File: src/rtl/obstacle_pkg.sv
// Shared definitions for the runner's pseudo-random generators and scroll timing.
package obstacle_pkg;

  localparam int unsigned LFSR_W    = 16;
  // Taps 16,14,13,11 of a right-shifting Fibonacci LFSR map to bits 0,2,3,5.
  localparam logic [LFSR_W-1:0] LFSR_TAPS = 16'h002D;
  localparam logic [LFSR_W-1:0] LFSR_SEED = 16'hACE1;

  localparam int unsigned PERIOD_W  = 32;

  // Keep the low `lanes` bits and guarantee at least one free lane.
  function automatic logic [LFSR_W-1:0] make_passable(input logic [LFSR_W-1:0] row,
                                                      input int unsigned lanes);
    logic [LFSR_W-1:0] mask;
    logic [LFSR_W-1:0] r;
    mask = LFSR_W'((32'd1 << lanes) - 32'd1);
    r    = row & mask;
    if (r == mask) r &= ~(16'd1 << (lanes - 1));
    return r;
  endfunction

endpackage

File: src/rtl/obstacle_field_if.sv
// Field-to-consumer bundle: pause control in, field contents and scroll timing out.
interface obstacle_field_if
  import obstacle_pkg::*;
#(
  parameter int unsigned LANES = 3,
  parameter int unsigned DEPTH = 4
);
  logic                   en;
  logic [LANES*DEPTH-1:0] rows;
  logic                   tick;
  logic [PERIOD_W-1:0]    period;

  modport master (input en, output rows, output tick, output period);
  modport slave  (output en, input rows, input tick, input period);
endinterface

File: src/rtl/lfsr16.sv
// 16-bit Fibonacci LFSR, free-running every non-reset clock; loads seed on reset.
module lfsr16
  import obstacle_pkg::*;
(
  input  logic              clk,
  input  logic              rst,
  input  logic [LFSR_W-1:0] seed,
  output logic [LFSR_W-1:0] q
);
  logic [LFSR_W-1:0] r_q;

  always_ff @(posedge clk) begin
    if (rst) r_q <= seed;
    else     r_q <= {^(r_q & LFSR_TAPS), r_q[LFSR_W-1:1]};
  end

  assign q = r_q;
endmodule

File: src/rtl/obstacle_field.sv
// Scrolling obstacle field: spawns LFSR rows separated by GAP empty rows and
// ramps the scroll period down to END_CYCLES; en=0 freezes everything but the LFSR.
module obstacle_field
  import obstacle_pkg::*;
#(
  parameter int unsigned       LANES        = 3,
  parameter int unsigned       DEPTH        = 4,
  parameter int unsigned       START_CYCLES = 60_000_000,
  parameter int unsigned       END_CYCLES   = 30_000_000,
  parameter int unsigned       STEP         = 500_000,
  parameter int unsigned       GAP          = 1,
  parameter logic [LFSR_W-1:0] SEED         = LFSR_SEED
) (
  input  logic              clk,
  input  logic              rst,
  obstacle_field_if.master  bus
);
  localparam logic [PERIOD_W-1:0] P_START  = PERIOD_W'(START_CYCLES);
  localparam logic [PERIOD_W-1:0] P_END    = PERIOD_W'(END_CYCLES);
  localparam logic [PERIOD_W-1:0] P_STEP   = PERIOD_W'(STEP);
  localparam logic [PERIOD_W-1:0] P_GAP    = PERIOD_W'(GAP);
  // One extra bit so END_CYCLES+STEP cannot wrap.
  localparam logic [PERIOD_W:0]   P_THRESH = (PERIOD_W+1)'(END_CYCLES) + (PERIOD_W+1)'(STEP);

  logic [LFSR_W-1:0]               w_lfsr;
  logic                            w_term;
  logic [LANES-1:0]                w_new_row;
  logic [PERIOD_W-1:0]             r_count;
  logic [PERIOD_W-1:0]             r_period;
  logic [PERIOD_W-1:0]             r_gap;
  logic                            r_tick;
  logic [DEPTH-1:0][LANES-1:0]     r_rows;

  lfsr16 u_lfsr (
    .clk  (clk),
    .rst  (rst),
    .seed (SEED),
    .q    (w_lfsr)
  );

  assign w_term    = bus.en && (r_count == r_period - 1'b1);
  assign w_new_row = LANES'(make_passable((r_gap != '0) ? '0 : w_lfsr, LANES));

  always_ff @(posedge clk) begin
    if (rst) begin
      r_count  <= '0;
      r_period <= P_START;
      r_gap    <= '0;
      r_tick   <= 1'b0;
      r_rows   <= '0;
    end else begin
      r_tick <= 1'b0;
      if (w_term) begin
        r_count <= '0;
        r_tick  <= 1'b1;
        r_rows  <= {r_rows[DEPTH-2:0], w_new_row};
        r_gap   <= (r_gap != '0) ? r_gap - 1'b1 : P_GAP;
        if (r_period > P_END)
          r_period <= ({1'b0, r_period} > P_THRESH) ? r_period - P_STEP : P_END;
      end else if (bus.en) begin
        r_count <= r_count + 1'b1;
      end
    end
  end

  assign bus.rows   = r_rows;
  assign bus.tick   = r_tick;
  assign bus.period = r_period;
endmodule
File: src/flat_wrapper.sv
// flat-port wrapper written by rule: the top's interface ports become plain ports
module obstacle_field_flat import obstacle_pkg::*;
#(
  parameter int unsigned       LANES        = 3,
  parameter int unsigned       DEPTH        = 4,
  parameter int unsigned       START_CYCLES = 60_000_000,
  parameter int unsigned       END_CYCLES   = 30_000_000,
  parameter int unsigned       STEP         = 500_000,
  parameter int unsigned       GAP          = 1,
  parameter logic [LFSR_W-1:0] SEED         = LFSR_SEED
)
  (clk, rst, bus_en, bus_rows, bus_tick, bus_period);
  obstacle_field_if #(.LANES(LANES), .DEPTH(DEPTH)) bus_i ();
  input  logic clk;
  input  logic rst;
  input wire logic [$bits(bus_i.en)-1:0] bus_en;
  output wire logic [$bits(bus_i.rows)-1:0] bus_rows;
  output wire logic [$bits(bus_i.tick)-1:0] bus_tick;
  output wire logic [$bits(bus_i.period)-1:0] bus_period;
  assign bus_i.en = bus_en;
  assign bus_rows = bus_i.rows;
  assign bus_tick = bus_i.tick;
  assign bus_period = bus_i.period;
  obstacle_field #(.LANES(LANES), .DEPTH(DEPTH), .START_CYCLES(START_CYCLES), .END_CYCLES(END_CYCLES), .STEP(STEP), .GAP(GAP), .SEED(SEED)) u_core (.clk(clk), .rst(rst), .bus(bus_i));
endmodule
File: config.mk
export PLATFORM = sky130hd
export DESIGN_NAME = obstacle_field_flat
export DESIGN_NICKNAME = d
export VERILOG_FILES = /design/src/rtl/obstacle_pkg.sv /design/src/rtl/obstacle_field_if.sv /design/src/rtl/lfsr16.sv /design/src/rtl/obstacle_field.sv /design/src/flat_wrapper.sv
export SDC_FILE = /design/constraint.sdc
export NUM_CORES = 1
export LEC_CHECK = 0
export ABC_AREA = 1
export ABC_CLOCK_PERIOD_IN_PS = 2800
export CAP_MARGIN = 10
export CORE_ASPECT_RATIO = 0.9
export CORE_MARGIN = 2
export CORE_UTILIZATION = 58
export CTS_CLUSTER_SIZE = 12
export DETAILED_ROUTE_END_ITERATION = 8
export PLACE_DENSITY_LB_ADDON = 0.3
export SYNTH_ARGS = -nofsm -noshare
export SYNTH_HDL_FRONTEND = slang
export SYNTH_SLANG_ARGS = --single-unit
File: constraint.sdc
create_clock -name clk -period 2.8 [get_ports clk]
set_clock_uncertainty 0.1 [all_clocks]
set_input_delay 0.42 -clock clk [delete_from_list [all_inputs] [get_ports clk]]
set_output_delay 0.42 -clock clk [all_outputs]
set_load 0.03 [all_outputs]
After elaboration in Yosys (flattened, before gate mapping)

Cells that the tools add are included.
W data, S select, Z words.

Add/sub/neg operators: 4
Multipliers: 0
Divide/modulo/power cells: 0
Order comparisons: 2
Eq/ne operators: 2
Shifts and indexed selects: 0
Multiplexer cells: 5
Bitwise operators: 0
Reduce and logical (&&, ||, !) cells: 5

Operators with widths:

| operator                 | number |
|---|---|
| $gt A32 B25 Y1 const B   | 2 |
| $mux W32                 | 2 |
| $sub A32 B1 Y32 const B  | 2 |
| $add A32 B1 Y32 const B  | 1 |
| $eq A32 B32 Y1           | 1 |
| $reduce_bool A32 Y1      | 1 |
| $sub A32 B19 Y32 const B | 1 |
| $reduce_xor A16 Y1       | 1 |
| $mux W3                  | 2 |
| $eq A3 B3 Y1 const B     | 1 |
| $reduce_and A2 Y1        | 1 |
| $reduce_or A2 Y1         | 1 |
| $logic_and A1 B1 Y1      | 1 |
| $mux W1                  | 1 |

Flip-flop bits (word level): 125
Bits in latches: 0
Memory bits (writable): 0
Bits in read-only memories: 0
Input port bits: 3
Logic and storage cells: 27
Memories: 0

Logic depth before layout (Yosys ltp)

Depth after elaboration: 4
Mapped depth: 20
Depth with buffers taken out: 20

Hierarchy

From an unflattened synthesis, not the netlist that was laid out.

Cell total of the unflattened synthesis: 1281
Area total of the unflattened synthesis: 7927.6 um^2

Modules (own cells, without submodules):

| module         | times used | cells an instance | area an instance (um^2) | sequential area each (um^2) |
|---|---|---|---|---|
| obstacle_field | 1          | 1200              | 7327.0                  | 2082.0 |
| lfsr16         | 1          | 81                | 600.6                   | 320.3 |

Worst setup path after synthesis

OpenSTA, ideal clock, no wires.

Path type: reg-to-reg
Start point: reg u_core.r_period[5], in the netlist u_core.bus.period[5]
End point: reg u_core.r_period[26], in the netlist u_core.bus.period[26]
Data arrival time: 2.490 ns
Required time: 2.582 ns
Path slack: 0.092 ns
Cell stages (with the launch flop): 20
Buffers on the path: 1
Clock period less this slack: 2.708 ns
Cells stage by stage: dfxtp_1 inv_1 ha_1 nand2_4 nor2_8 nand2_1 nand2_1 nand2_2 clkinv_1 nor2_1 nand2_1 nor2_1 nand3_1 nor2_4 nand3_2 nand2_2 inv_2 buf_6 nand2_1 nor2_1

Cells in the longest elaborated chain, start to end: 4
Elaborated cells on any way between the ends: 8
Those cells by class: 2 x add/sub; 2 x order compare; 1 x eq/ne; 1 x mux; 2 x reduce/logical

Ends and longest elaborated chain:

| item                        | line                 | RTL |
|---|---|---|
| start: declaration          | obstacle_field.sv:29 | `logic [PERIOD_W-1:0] r_period;` |
| start signal: assignment    | obstacle_field.sv:59 | `r_period <= ({1'b0, r_period} > P_THRESH) ? r_period - P_STEP : P_END;` |
| $sub A32 B1 Y32             | obstacle_field.sv:41 | `assign w_term = bus.en && (r_count == r_period - 1'b1);` |
| $eq A32 B32 Y1              | obstacle_field.sv:41 |  |
| $logic_and A1 B1 Y1         | obstacle_field.sv:41 |  |
| $reduce_and A2 Y1 (no line) | -                    |  |

Several ways; a longest one is shown, not always the timed one.
A chain may end at the register's enable or synchronous reset.

Worst setup path in the final report

Start point: reg u_core.r_period[6], in the netlist u_core.bus.period[6]
End point: reg u_core.r_period[23], in the netlist u_core.bus.period[23]

Same word-level chain as after synthesis.

==> flow_metrics.tcl <==
set metrics [dict create \
    tritoncts "done" \
    routed_via_density 5.58 \
    clock_tree.root_cell "sky130_fd_sc_hd__clkbuf_16" \
    hp-start "u_core.u_lfsr.q[15]$_SDFF_PP1_" \
    design.portCount 48 \
    worstPathCellList "inv_4 > ha_4 > nand2_8 > buf_4 > nor2_4 > nand2_1 > nand3_1 > nand2_1 > nor2_2 > nand2_1 > inv_1 > nand2_1 > nor2_4 > buf_4 > nand4_1 > o21ai_1 > nand3_1" \
    number_of_core_rows 40 \
    cts_max_level 4 \
    postSynth.asyncResetShare 0 \
    post_place_setup_slack_ps -145 \
    final_core_util 0.737 \
    multi_input_comb_area_sq_um 4830 \
    std_cell_core_area_sq_um 13200 \
    sequential_cell_area_sq_um 2410 \
    floorplan.die_area_sq_um 14300 \
    crit_path_top_delay_cell "sky130_fd_sc_hd__dfxtp_4" \
    netlist_area_sq_um 7750 \
    route.detailed.wl_per_inst_um 16.0 \
    p_total_mw 4.07 \
    crit_path_end_kind "flop" \
    grt_start_max_net_pins 26 \
    regToRegStartpoint "u_core.bus.period[6]$_SDFFE_PP0P_" \
    yosysUniqueCellTypes 47 \
    global_route.peak_usage_layer "met2" \
    rr_worst_depth 17 \
    initial_core_util 0.587 \
    grt_remaining_overflow 0 \
    design.final.nets 1359 \
    antenna_violating_nets_left 0 \
    timing.hold.worst_endpoint "u_core.u_lfsr.q[14]$_SDFF_PP0_" \
    r2r_end "u_core.bus.period[23]$_SDFFE_PP1P_" \
    buffer_ports.inserted 42 \
    total_drc_errors_in_the_routed_layout 0 \
    synth_top_cell_area_share 0.310 \
    drive_gt1_frac 0.164 \
    drt_first_iter_violations 1092 \
    synth_seq_area_share 0.310 \
    cts_sinks 120 \
    crit_type "reg -> reg" \
    synth_area_per_cell_sq_um 6.25 \
    die_height_um 114 \
    clock_path_buffers 2 \
    worst-endpoint-arrival_ps 2950 \
    numPlacedInstances 1487 \
    final_weighted_congestion_of_routability_driven_global_placement 1.03 \
    critPathRequiredTime_ps 3000 \
    first_global_vias 7733 \
    grt_use_total 0.335 \
    cts_made_buffers 17 \
    global_route.usage.met2 0.514 \
    syn_inst 1241 \
    layoutNonFillerInstCount 1531 \
    grt_util_met3 0.0788 \
    num_vias 8543 \
    finalHoldViolCount 0 \
    drv_slew 0 \
    power.leakage_nw 4.51 \
    synth.top_cells.by_area "sky130_fd_sc_hd__dfxtp_1 31%, sky130_fd_sc_hd__nand2_1 16%, sky130_fd_sc_hd__nor2_1 11%" \
    number_of_antenna_violations_at_the_first_check_in_global_routing 0 \
    critical_path.max_stage_delay_ps 370 \
    finalHoldWorstSlack_ps 306 \
    clk_pin_slew_worst_paths_ps 60 \
    number_of_enable_flip_flop_cells_after_synthesis 0 \
    post-route-worst-setup-slack_ps 46.4 \
    vdd_drop_max_v 0.000452 \
    max_freq_ghz 0.363 \
    yosys_register_bits 120 \
    grtUsageMet1 0.465 \
    clock_insertion_delay_worst_skew_ps 430 \
    outcome "finished, final reports clean" \
    timing.reg2reg.setup_slack_ps 50 \
    hp-class "reg -> reg" \
    cp_common_cell "sky130_fd_sc_hd__nand2_1" \
    startpoint_type "flop" \
    antenna-diode-count 0 \
    post-synth-top-area-cell "sky130_fd_sc_hd__dfxtp_1" \
    max_cap_viol_count 0 \
    layout.cells.most_common_list "307 x sky130_fd_sc_hd__nand2_1, 200 x sky130_fd_sc_hd__nor2_1, 143 x sky130_fd_sc_hd__inv_1" \
    finalCriticalPeriod_ps 2750 \
    place_hpwl_mm 18.1 \
    synth_ff_type "sky130_fd_sc_hd__dfxtp_1" \
    slew_headroom 0.602 \
    flow.area_growth_from_synthesis_pct 25.7 \
    fin_crit_sh 0.983 \
    final-setup-viol-count 0 \
    nFillCells 1099 \
    route.final.wire_length_mm 24.5 \
    critical_path_peak_fanout 5 \
    grt_pass1_wl_mm 38.2 \
    power_density_relative_to_cell_area_nw_per_um2 418 \
    whs_path_depth 2 \
    synth.yosys.warnings 0 \
    layout_commonest_cell "sky130_fd_sc_hd__nand2_1" \
    timing_worst_slew_pin_value_ps 591 \
    drt_pass1_iterations 6 \
    floorplan.die.width_um 126 \
]
-- worst max-delay path, delay by kind of cell (launching register included) --
kind,cells,cell delay (ps)
compound gates,1,240
buf+inv,4,450
simple gates,11,1280
flops,1,370
fa+ha+maj,1,180
-- flip-flops by register name, indices dropped and copies added (netlist names) --
signal             cells
u_core.r_count        32
u_core.r_gap          32
u_core.bus.period     27
u_core.u_lfsr.q       16
u_core.bus.rows       12
u_core.bus.tick        1
-- layer usage --
metal | wire [um] | share of wire
met1 | 10900 | 0.44
met2 | 10700 | 0.44
met3 | 2300 | 0.094
met4 | 587 | 0.024
met5 | 0 | 0
-- worst max path at each step --
stage | start | end | slack, ps | cells past startpoint
after detailed placement | bus_en | u_core.bus.rows[6]$_SDFFE_PP0P_ | -140 | 16
final | u_core.bus.period[6]$_SDFFE_PP0P_ | u_core.bus.period[23]$_SDFFE_PP1P_ | 50 | 17
after floorplan | u_core.bus.period[5]$_SDFFE_PP0P_ | u_core.bus.period[26]$_SDFFE_PP0P_ | 90 | 19
after CTS | u_core.bus.period[6]$_SDFFE_PP0P_ | u_core.bus.period[10]$_SDFFE_PP1P_ | 30 | 15
after global placement | u_core.bus.period[12]$_SDFFE_PP0P_ | u_core.bus.rows[5]$_SDFFE_PP0P_ | -70 | 16
after global routing | u_core.bus.period[6]$_SDFFE_PP0P_ | u_core.bus.period[25]$_SDFFE_PP1P_ | -60 | 14
-- metrics by stage --
step                area [sq um]  setup TNS [ps]
floorplan                   7770               0
global placement            8730            -649
detailed placement          8730           -2300
CTS                         9350               0
global route                9740            -478
finish                      9740               0
-- layout make-up --
cell class / instances / share of cell area
clock buffer: 17 / 0.0437
timing repair buffer: 123 / 0.113
clock inverter: 14 / 0.0181
inverter: 155 / 0.0602
sequential: 120 / 0.248
multi-input combinational: 934 / 0.496
tap: 168 / 0.0216
-- power by group --
group | internal, mW | switching, mW
registers | 1.72 | 0.00843
clock network | 1.40 | 0.849
logic | 0.0295 | 0.0616
-- repair_timing --
action | in CTS | in global routing
hold buffers | 0 | 0
endpoints found under the setup margin | 57 | 104
cloned | 0 | 1
pin swaps | 0 | 24
setup buffers | 0 | 12
gates resized for setup | 4 | 84
-- synth_stat cells, types with 5 or more instances --
cell type                  count
sky130_fd_sc_hd__nor3_1       28
sky130_fd_sc_hd__nand4_1      38
sky130_fd_sc_hd__nand3b_1      9
sky130_fd_sc_hd__o21ai_0      27
sky130_fd_sc_hd__nor4_1       12
sky130_fd_sc_hd__nor2_1      222
sky130_fd_sc_hd__dfxtp_1     120
sky130_fd_sc_hd__xnor2_1      23
sky130_fd_sc_hd__xor2_1       33
sky130_fd_sc_hd__nand3_1     106
sky130_fd_sc_hd__a21oi_1      29
sky130_fd_sc_hd__nand2_2       9
sky130_fd_sc_hd__buf_2        16
sky130_fd_sc_hd__clkbuf_1      8
sky130_fd_sc_hd__inv_1       147
sky130_fd_sc_hd__ha_1          5
sky130_fd_sc_hd__nor2_4        8
sky130_fd_sc_hd__nor2_2       12
sky130_fd_sc_hd__buf_4         8
sky130_fd_sc_hd__nand2_1     322
sky130_fd_sc_hd__or2_2         8
sky130_fd_sc_hd__nor3b_1       7
-- kinds of logic after synthesis --
| group | synth area share |
|---|---|
| compound gates | 0.0466 |
| xor+xnor | 0.0683 |
| fa+ha+maj | 0.00807 |
| buf+inv | 0.103 |
| flops | 0.310 |
| other cells | 0.000484 |
| simple gates | 0.463 |
(Power assumes the default switching activity.)
